**src/rtl/memory_cycle_pkg.sv**
```systemverilog
// Shared definitions for the M stage: access FSM encoding and result-source encoding.
package memory_cycle_pkg;

    typedef enum logic [1:0] {
        IDLE = 2'd0,
        REQ  = 2'd1,
        RSP  = 2'd2
    } mem_state_e;

    localparam logic RESULT_SRC_ALU = 1'b0;
    localparam logic RESULT_SRC_MEM = 1'b1;

    function automatic logic is_mem_op(input logic mem_write, input logic result_src);
        return mem_write | (result_src == RESULT_SRC_MEM);
    endfunction

endpackage

```
**src/rtl/memory_cycle_if.sv**
```systemverilog
// Data-memory port: valid/ready request channel plus a response-valid read-data channel.
interface memory_cycle_if #(
    parameter int DATA_W = 32
);
    logic              req_valid;
    logic              req_ready;
    logic              req_we;
    logic [DATA_W-1:0] req_addr;
    logic [DATA_W-1:0] req_wdata;
    logic              rsp_valid;
    logic [DATA_W-1:0] rsp_rdata;

    modport master (
        output req_valid, req_we, req_addr, req_wdata,
        input  req_ready, rsp_valid, rsp_rdata
    );

    modport slave (
        input  req_valid, req_we, req_addr, req_wdata,
        output req_ready, rsp_valid, rsp_rdata
    );
endinterface

```
**src/rtl/memory_cycle_mw_pipe_reg.sv**
```systemverilog
// M/W pipeline register: captures M-stage fields when not stalled, inserts a bubble otherwise.
module memory_cycle_mw_pipe_reg #(
    parameter int DATA_W = 32,
    parameter int REG_W  = 5
) (
    input  logic              clk,
    input  logic              rst_n,
    input  logic              stall,
    input  logic              load_rd,
    input  logic              RegWriteM,
    input  logic              ResultSrcM,
    input  logic [REG_W-1:0]  RD_M,
    input  logic [DATA_W-1:0] PCPlus4M,
    input  logic [DATA_W-1:0] ALU_ResultM,
    input  logic [DATA_W-1:0] rdata,
    output logic              RegWriteW,
    output logic              ResultSrcW,
    output logic [REG_W-1:0]  RD_W,
    output logic [DATA_W-1:0] PCPlus4W,
    output logic [DATA_W-1:0] ALU_ResultW,
    output logic [DATA_W-1:0] ReadDataW
);

    always_ff @(posedge clk or negedge rst_n) begin
        if (!rst_n) begin
            RegWriteW   <= 1'b0;
            ResultSrcW  <= 1'b0;
            RD_W        <= '0;
            PCPlus4W    <= '0;
            ALU_ResultW <= '0;
            ReadDataW   <= '0;
        end else if (stall) begin
            // Bubble: only the write enable is killed, payload fields hold.
            RegWriteW <= 1'b0;
        end else begin
            RegWriteW   <= RegWriteM;
            ResultSrcW  <= ResultSrcM;
            RD_W        <= RD_M;
            PCPlus4W    <= PCPlus4M;
            ALU_ResultW <= ALU_ResultM;
            if (load_rd)
                ReadDataW <= rdata;
        end
    end

endmodule

```
**src/rtl/memory_cycle.sv**
```systemverilog
// M stage of the RV32 pipeline: issues data-memory accesses, stalls upstream while one is
// outstanding, and feeds the M/W pipeline register.
module memory_cycle
    import memory_cycle_pkg::*;
#(
    parameter int DATA_W = 32,
    parameter int REG_W  = 5
) (
    input  logic              clk,
    input  logic              rst,
    input  logic              RegWriteM,
    input  logic              MemWriteM,
    input  logic              ResultSrcM,
    input  logic [REG_W-1:0]  RD_M,
    input  logic [DATA_W-1:0] PCPlus4M,
    input  logic [DATA_W-1:0] ALU_ResultM,
    input  logic [DATA_W-1:0] WriteDataM,
    output logic              StallM,
    memory_cycle_if.master    dmem,
    output logic              RegWriteW,
    output logic              ResultSrcW,
    output logic [REG_W-1:0]  RD_W,
    output logic [DATA_W-1:0] PCPlus4W,
    output logic [DATA_W-1:0] ALU_ResultW,
    output logic [DATA_W-1:0] ReadDataW
);

    mem_state_e state;
    logic       mem_op;
    logic       req_valid;
    logic       accept;
    logic       load_rd;
    logic       done;
    logic       stall;

    // Gated by rst so valid and stall drop the instant reset asserts, even mid-access.
    always_comb begin
        mem_op    = is_mem_op(MemWriteM, ResultSrcM);
        req_valid = rst & (((state == IDLE) & mem_op) | (state == REQ));
        accept    = req_valid & dmem.req_ready;
        load_rd   = rst & (state == RSP) & dmem.rsp_valid;
        done      = (accept & MemWriteM) | load_rd;
        stall     = rst & mem_op & ~done;
    end

    assign dmem.req_valid = req_valid;
    assign dmem.req_we    = MemWriteM;
    assign dmem.req_addr  = ALU_ResultM;
    assign dmem.req_wdata = WriteDataM;
    assign StallM         = stall;

    always_ff @(posedge clk or negedge rst) begin
        if (!rst) begin
            state <= IDLE;
        end else begin
            case (state)
                IDLE:    if (mem_op)
                             state <= !dmem.req_ready ? REQ : (MemWriteM ? IDLE : RSP);
                REQ:     if (dmem.req_ready)
                             state <= MemWriteM ? IDLE : RSP;
                RSP:     if (dmem.rsp_valid)
                             state <= IDLE;
                default: state <= IDLE;
            endcase
        end
    end

    memory_cycle_mw_pipe_reg #(
        .DATA_W (DATA_W),
        .REG_W  (REG_W)
    ) u_mw_pipe_reg (
        .clk         (clk),
        .rst_n       (rst),
        .stall       (stall),
        .load_rd     (load_rd),
        .RegWriteM   (RegWriteM),
        .ResultSrcM  (ResultSrcM),
        .RD_M        (RD_M),
        .PCPlus4M    (PCPlus4M),
        .ALU_ResultM (ALU_ResultM),
        .rdata       (dmem.rsp_rdata),
        .RegWriteW   (RegWriteW),
        .ResultSrcW  (ResultSrcW),
        .RD_W        (RD_W),
        .PCPlus4W    (PCPlus4W),
        .ALU_ResultW (ALU_ResultW),
        .ReadDataW   (ReadDataW)
    );

endmodule

```
**src/flat_wrapper.sv**
```systemverilog
// flat-port wrapper written by rule: the top's interface ports become plain ports
module memory_cycle_flat import memory_cycle_pkg::*;
#(
    parameter int DATA_W = 32,
    parameter int REG_W  = 5
)
  (clk, rst, RegWriteM, MemWriteM, ResultSrcM, RD_M, PCPlus4M, ALU_ResultM, WriteDataM, StallM, RegWriteW, ResultSrcW, RD_W, PCPlus4W, ALU_ResultW, ReadDataW, dmem_req_valid, dmem_req_we, dmem_req_addr, dmem_req_wdata, dmem_req_ready, dmem_rsp_valid, dmem_rsp_rdata);
  memory_cycle_if #(.DATA_W(DATA_W)) dmem_i ();
  input  logic clk;
  input  logic rst;
  input  logic RegWriteM;
  input  logic MemWriteM;
  input  logic ResultSrcM;
  input  logic [REG_W-1:0] RD_M;
  input  logic [DATA_W-1:0] PCPlus4M;
  input  logic [DATA_W-1:0] ALU_ResultM;
  input  logic [DATA_W-1:0] WriteDataM;
  output logic StallM;
  output logic RegWriteW;
  output logic ResultSrcW;
  output logic [REG_W-1:0] RD_W;
  output logic [DATA_W-1:0] PCPlus4W;
  output logic [DATA_W-1:0] ALU_ResultW;
  output logic [DATA_W-1:0] ReadDataW;
  output wire logic [$bits(dmem_i.req_valid)-1:0] dmem_req_valid;
  output wire logic [$bits(dmem_i.req_we)-1:0] dmem_req_we;
  output wire logic [$bits(dmem_i.req_addr)-1:0] dmem_req_addr;
  output wire logic [$bits(dmem_i.req_wdata)-1:0] dmem_req_wdata;
  input wire logic [$bits(dmem_i.req_ready)-1:0] dmem_req_ready;
  input wire logic [$bits(dmem_i.rsp_valid)-1:0] dmem_rsp_valid;
  input wire logic [$bits(dmem_i.rsp_rdata)-1:0] dmem_rsp_rdata;
  assign dmem_req_valid = dmem_i.req_valid;
  assign dmem_req_we = dmem_i.req_we;
  assign dmem_req_addr = dmem_i.req_addr;
  assign dmem_req_wdata = dmem_i.req_wdata;
  assign dmem_i.req_ready = dmem_req_ready;
  assign dmem_i.rsp_valid = dmem_rsp_valid;
  assign dmem_i.rsp_rdata = dmem_rsp_rdata;
  memory_cycle #(.DATA_W(DATA_W), .REG_W(REG_W)) u_core (.clk(clk), .rst(rst), .RegWriteM(RegWriteM), .MemWriteM(MemWriteM), .ResultSrcM(ResultSrcM), .RD_M(RD_M), .PCPlus4M(PCPlus4M), .ALU_ResultM(ALU_ResultM), .WriteDataM(WriteDataM), .StallM(StallM), .dmem(dmem_i), .RegWriteW(RegWriteW), .ResultSrcW(ResultSrcW), .RD_W(RD_W), .PCPlus4W(PCPlus4W), .ALU_ResultW(ALU_ResultW), .ReadDataW(ReadDataW));
endmodule
```
**config.mk**
```make
export PLATFORM = sky130hd
export DESIGN_NAME = memory_cycle_flat
export DESIGN_NICKNAME = d
export VERILOG_FILES = /design/src/rtl/memory_cycle_pkg.sv /design/src/rtl/memory_cycle_if.sv /design/src/rtl/memory_cycle_mw_pipe_reg.sv /design/src/rtl/memory_cycle.sv /design/src/flat_wrapper.sv
export SDC_FILE = /design/constraint.sdc
export NUM_CORES = 1
export LEC_CHECK = 0
export BUFFER_PORTS_ARGS = -buffer_cell sky130_fd_sc_hd__clkbuf_2
export CAP_MARGIN = 15
export CORE_AREA = 3 3 120 122
export CTS_CLUSTER_DIAMETER = 100
export CTS_CLUSTER_SIZE = 30
export DETAILED_ROUTE_END_ITERATION = 8
export DIE_AREA = 0 0 123 125
export PLACE_DENSITY_LB_ADDON = 0.05
export SLEW_MARGIN = 0
export SYNTH_ARGS = -nofsm -noshare
export SYNTH_HDL_FRONTEND = slang
export SYNTH_SLANG_ARGS = --single-unit
```
**constraint.sdc**
```tcl
create_clock -name clk -period 3.4 [get_ports clk]
set_clock_uncertainty 0.2 [all_clocks]
set_input_delay 0.68 -clock clk [delete_from_list [all_inputs] [get_ports clk]]
set_output_delay 0.68 -clock clk [all_outputs]
set_load 0.01 [all_outputs]
```
* Word level (Yosys, flattened, before mapping) *
Cells that the tools add are included.
Widths: inputs -> output; s select.

storage, ports and cells
  input bits = 140
  register bits = 105
  logic and storage cells = 35
  output and inout port bits = 170

operators by class
  equal/unequal tests = 5
  mux-type cells = 7
  reductions and logical operators = 3
  bitwise logic cells = 13

operators with widths
  cell                number
  $mux 2              5
  $and 1x1->1         8
  $pmux 2 s3          1
  $ne 2x2->1 const B  2
  $or 1x1->1          3
  $reduce_and 3->1    1
  $eq 2x1->1 const B  1
  $eq 2x2->1 const B  1
  $logic_not 2->1     1
  $ne 2x1->1 const B  1
  $not 1->1           2
  $reduce_and 2->1    1
  $mux 1              1

* Logic depth before layout (Yosys ltp) *
  depth after elaboration = 11
  mapped depth = 4
  gate-level depth less buffers = 3

* Modules after synthesis *
From an unflattened synthesis, not the netlist that was laid out.

unflattened totals
  cells, all modules = 297
  area, all modules = 4574.4 µm²

by module, submodules not included
  module                    times used  cells an instance  area each (µm²)
  memory_cycle_mw_pipe_reg  1           219                3952.5
  memory_cycle              1           78                 621.8

* Worst setup path before layout *
Ideal clock, no wire load.

  path kind = input-to-output
  from = input port MemWriteM
  to = output port StallM
  path slack = 1.220 ns
  arrival time = 1.300 ns
  stages = 4
  cell sequence = nand3b_1 > o2111ai_4 > buf_6 > inv_1

on the way
  word-level cells in the longest chain between the ends = 9

ends and longest elaborated chain
  element             line                    RTL
  start: declaration  flat_wrapper.sv:12      input logic MemWriteM;
  $or 1x1->1          memory_cycle_pkg.sv:14  return mem_write | (result_src == RESULT_SRC_MEM);
  $and 1x1->1         memory_cycle.sv:39      req_valid = rst & (((state == IDLE) & mem_op) | (state == REQ));
  $or 1x1->1          memory_cycle.sv:39
  $and 1x1->1         memory_cycle.sv:39
  $and 1x1->1         memory_cycle.sv:40      accept = req_valid & dmem.req_ready;
  $and 1x1->1         memory_cycle.sv:42      done = (accept & MemWriteM) | load_rd;
  $or 1x1->1          memory_cycle.sv:42
  $not 1->1           memory_cycle.sv:43      stall = rst & mem_op & ~done;
  $and 1x1->1 *       memory_cycle.sv:43
  end: declaration    flat_wrapper.sv:18      output logic StallM;

Mark *: on every way between the ends. The rest lies on a longest branch, timed or not.

* Final worst setup path *
  from = input port rst
  to = output port StallM

on the way
  word-level cells in the longest chain between the ends = 6

ends and longest elaborated chain
  element             line                RTL
  start: declaration  flat_wrapper.sv:10  input logic rst;
  $and 1x1->1         memory_cycle.sv:39
  $and 1x1->1         memory_cycle.sv:40
  $and 1x1->1         memory_cycle.sv:42
  $or 1x1->1          memory_cycle.sv:42
  $not 1->1           memory_cycle.sv:43
  $and 1x1->1 *       memory_cycle.sv:43

Marks and branches as above.

==> impl_metrics.yaml <==
detailed_routing:
  drt-total-wl_um: 10300
  firstDrtPassIters: 4
  drc: 0
  drt_iter0_drc: 80
  viasPerCell: 4.33
  vias: 2854
  final_antenna_net_count: 0
  wl_per_cell_um: 15.6
clock_tree:
  cts_tree: "built"
  cts_resized: 0
  path_clk_slew_ns: 0.07
  cts_root_buffer: "clkbuf_16"
  post-cts-setup-buffers: 0
  holdBufCountCts: 0
  htreeDepth: 3
  clkSinkCount: 105
  clk_path_buf_depth: 2
  cts_made_buffers: 9
  clk_latency_ns: 0.34
power_and_ir_drop:
  power_mw: 3.41
  p_leak_nw: 2.89
  peakVddDrop_mv: 0.346
  powerDensity_nw_per_um2: 605
yosys:
  yosysTopAreaCellShare_pct: 59.0
  synth_area_um2: 4450
  synth_cell_types: 15
  yosysSeqAreaShare_pct: 59.0
  yosys_warnings: 0
  synth_area_per_cell_um2: 15.1
  synth_area_leader_cell: "dfrtp_1"
  yosys-top-cells-area: "dfrtp_1 59%, mux2_2 24%, buf_4 11%"
  synth_fp_nets: 434
  synthCells: 294
  ys_ff_latch: 105
floorplanning:
  num_io_pins: 310
  start_util_pct: 33.5
  die_h_um: 125
  num_rows: 42
  core_area_um2: 13300
  die_x_um: 123
  dieArea_um2: 15400
timing:
  tns_ns: 0
  worst_slew_pin_slew_ns: 1.01
  grt_setup_unrepaired: "false"
  timing.fmax_mhz: 427
  finalHoldViolations: 0
  finalSetupViolations: 0
  fin_crit_ns: 2.34
  min_period_over_period_pct: 68.8
  fin_ws_ns: 1.06
  relSlewSlack_pct: 32.4
  maxSlewViolCount: 0
global_routing:
  busiest_layer: "met2"
  grtUsageMet3_pct: 6.28
  grt_use_met2_pct: 20.9
  grtUsageTotal_pct: 13.2
  use_met1_pct: 15.1
  antenna_found_initial: 0
  grt_pass1_wl_um: 15700
  grt_pass1_vias: 2947
  grt_max_degree: 79
  grt_overflow: 0
worst_setup_path:
  crit_chain: "buf_4 -> o2111ai_4 -> inv_1 -> clkbuf_2"
  path_class: "in -> out"
  cp-end-kind: "output pin"
  r2r_end: "u_core.u_mw_pipe_reg.ALU_ResultW[16]"
  arrival_ns: 1.46
  r2r_cells: 4
  cp_data_required_time_ns: 2.52
  start_kind: "input pin"
  ff2ff_setup_slack_ns: 1.10
  path_buf_inv: 3
  crit_fanout: 31
  cpMaxStageDelayCell: "buf_4"
  crit_cells: 4
  critPathTopFamily: "buffers and inverters"
  slowest_delay_ns: 0.34
  r2r_start: "u_core.state[1]"
finish:
  area_growth_syn_to_layout_pct: 26.7
  multi_input_area_um2: 1240
  fin_nets: 618
  seq_area_um2: 2630
  antenna_cells: 0
  design_area_um2: 5640
  drive_gt1_share_pct: 74.5
  fill_cells: 1302
job:
  maxCapViolCount: 0
placed_design:
  post-dp-hpwl_um: 7730
  dpl_cell_area_um2: 5350
  gp_congestion: 0.674
  place_ws_ns: 0.721
  port_buffers: 245
run_status:
  status: "finished, final reports clean"
min_path:
  min_path_type: "in -> async"
Yosys cell counts, drive strengths merged:
library cell / number
dfrtp: 105
mux2: 102
buf: 75
inv: 2
nand3b: 2
nor3: 2
and2: 1
nand4b: 1
nor3b: 1
o2111ai: 1
o211ai: 1
o32ai: 1
through the flow:
step / hold WS (ns) / utilization [%] / instances
5_1_grt: 0.0785 / 42.4 / 659
2_1_floorplan: 0.184 / - / 294
3_5_place_dp: 0.277 / 40.2 / 643
3_3_place_gp: 0.268 / 40.2 / 643
4_1_cts: 0.0650 / 42.4 / 659
6_report: 0.0626 / 42.4 / 659
power breakdown:
part | switching (mW) | total (mW) | internal [mW]
combinational | 0.376 | 0.778 | 0.403
sequential | 0.114 | 1.60 | 1.48
clock | 0.448 | 1.04 | 0.590
how the worst max path moves through the flow:
stage | from | end | slack, ns
2_1_floorplan | MemWriteM | StallM | 1.22
3_3_place_gp | MemWriteM | u_core.u_mw_pipe_reg.RD_W[0] | 0.76
3_5_place_dp | MemWriteM | u_core.u_mw_pipe_reg.ALU_ResultW[5] | 0.72
4_1_cts | rst | StallM | 1.00
5_1_grt | rst | StallM | 0.93
6_report | rst | StallM | 1.06
sequential cells by signal, summed over array words and instances, names as in the netlist:
register                          count
u_core.state                          2
u_core.u_mw_pipe_reg.ALU_ResultW     32
u_core.u_mw_pipe_reg.PCPlus4W        32
u_core.u_mw_pipe_reg.RD_W             5
u_core.u_mw_pipe_reg.ReadDataW       32
u_core.u_mw_pipe_reg.RegWriteW        1
u_core.u_mw_pipe_reg.ResultSrcW       1
routing by layer:
metal  vias up  routed length [um]  share of wire [%]
met1      1346                3930                 38
met5         -                   0                  0
met3        18                1350                 13
li1       1319                   -                  -
met4         0                 187                1.8
met2       171                4800                 47
final cells by class:
class                           instances  area share (%)
Clock buffer                           11            4.30
Clock inverter                          5           0.954
Inverter                                2           0.133
Multi-Input combinational cell        112            22.0
Sequential cell                       105            46.6
Tap cell                              176            3.90
Timing Repair Buffer                  248            22.2
worst reg2reg max path, stage by stage (launching register included):
cell and delay [ns]:
dfrtp_1 0.43, nand3b_1 0.22, o2111ai_4 0.13, buf_4 0.73, mux2_2 0.48
layout by cell type (no fill, tap or decap):
| cell type | count |
|---|---|
| buf_4 | 4 |
| clkbuf_1 | 1 |
| mux2_2 | 96 |
| and2_1 | 1 |
| inv_6 | 1 |
| bufinv_16 | 1 |
| nand3b_1 | 2 |
| o211ai_1 | 1 |
| inv_1 | 2 |
| o32ai_1 | 1 |
| nor3b_1 | 1 |
| clkbuf_8 | 1 |
| o2111ai_4 | 1 |
| nand4b_1 | 1 |
| dfrtp_1 | 105 |
| clkbuf_2 | 244 |
| mux2_1 | 6 |
| clkinv_2 | 3 |
| nor3_1 | 2 |
| clkbuf_16 | 9 |
cell families (layout without fill, tap and decap cells):
family          Yosys count  after routing  synth area share (%)
flops                   105            105                  59.0
buf+inv                  77            266                  13.2
compound gates            3              3                 0.956
simple gates              7              7                  1.07
mux                     102            102                  25.8
Power figures use the tool's default switching activity.
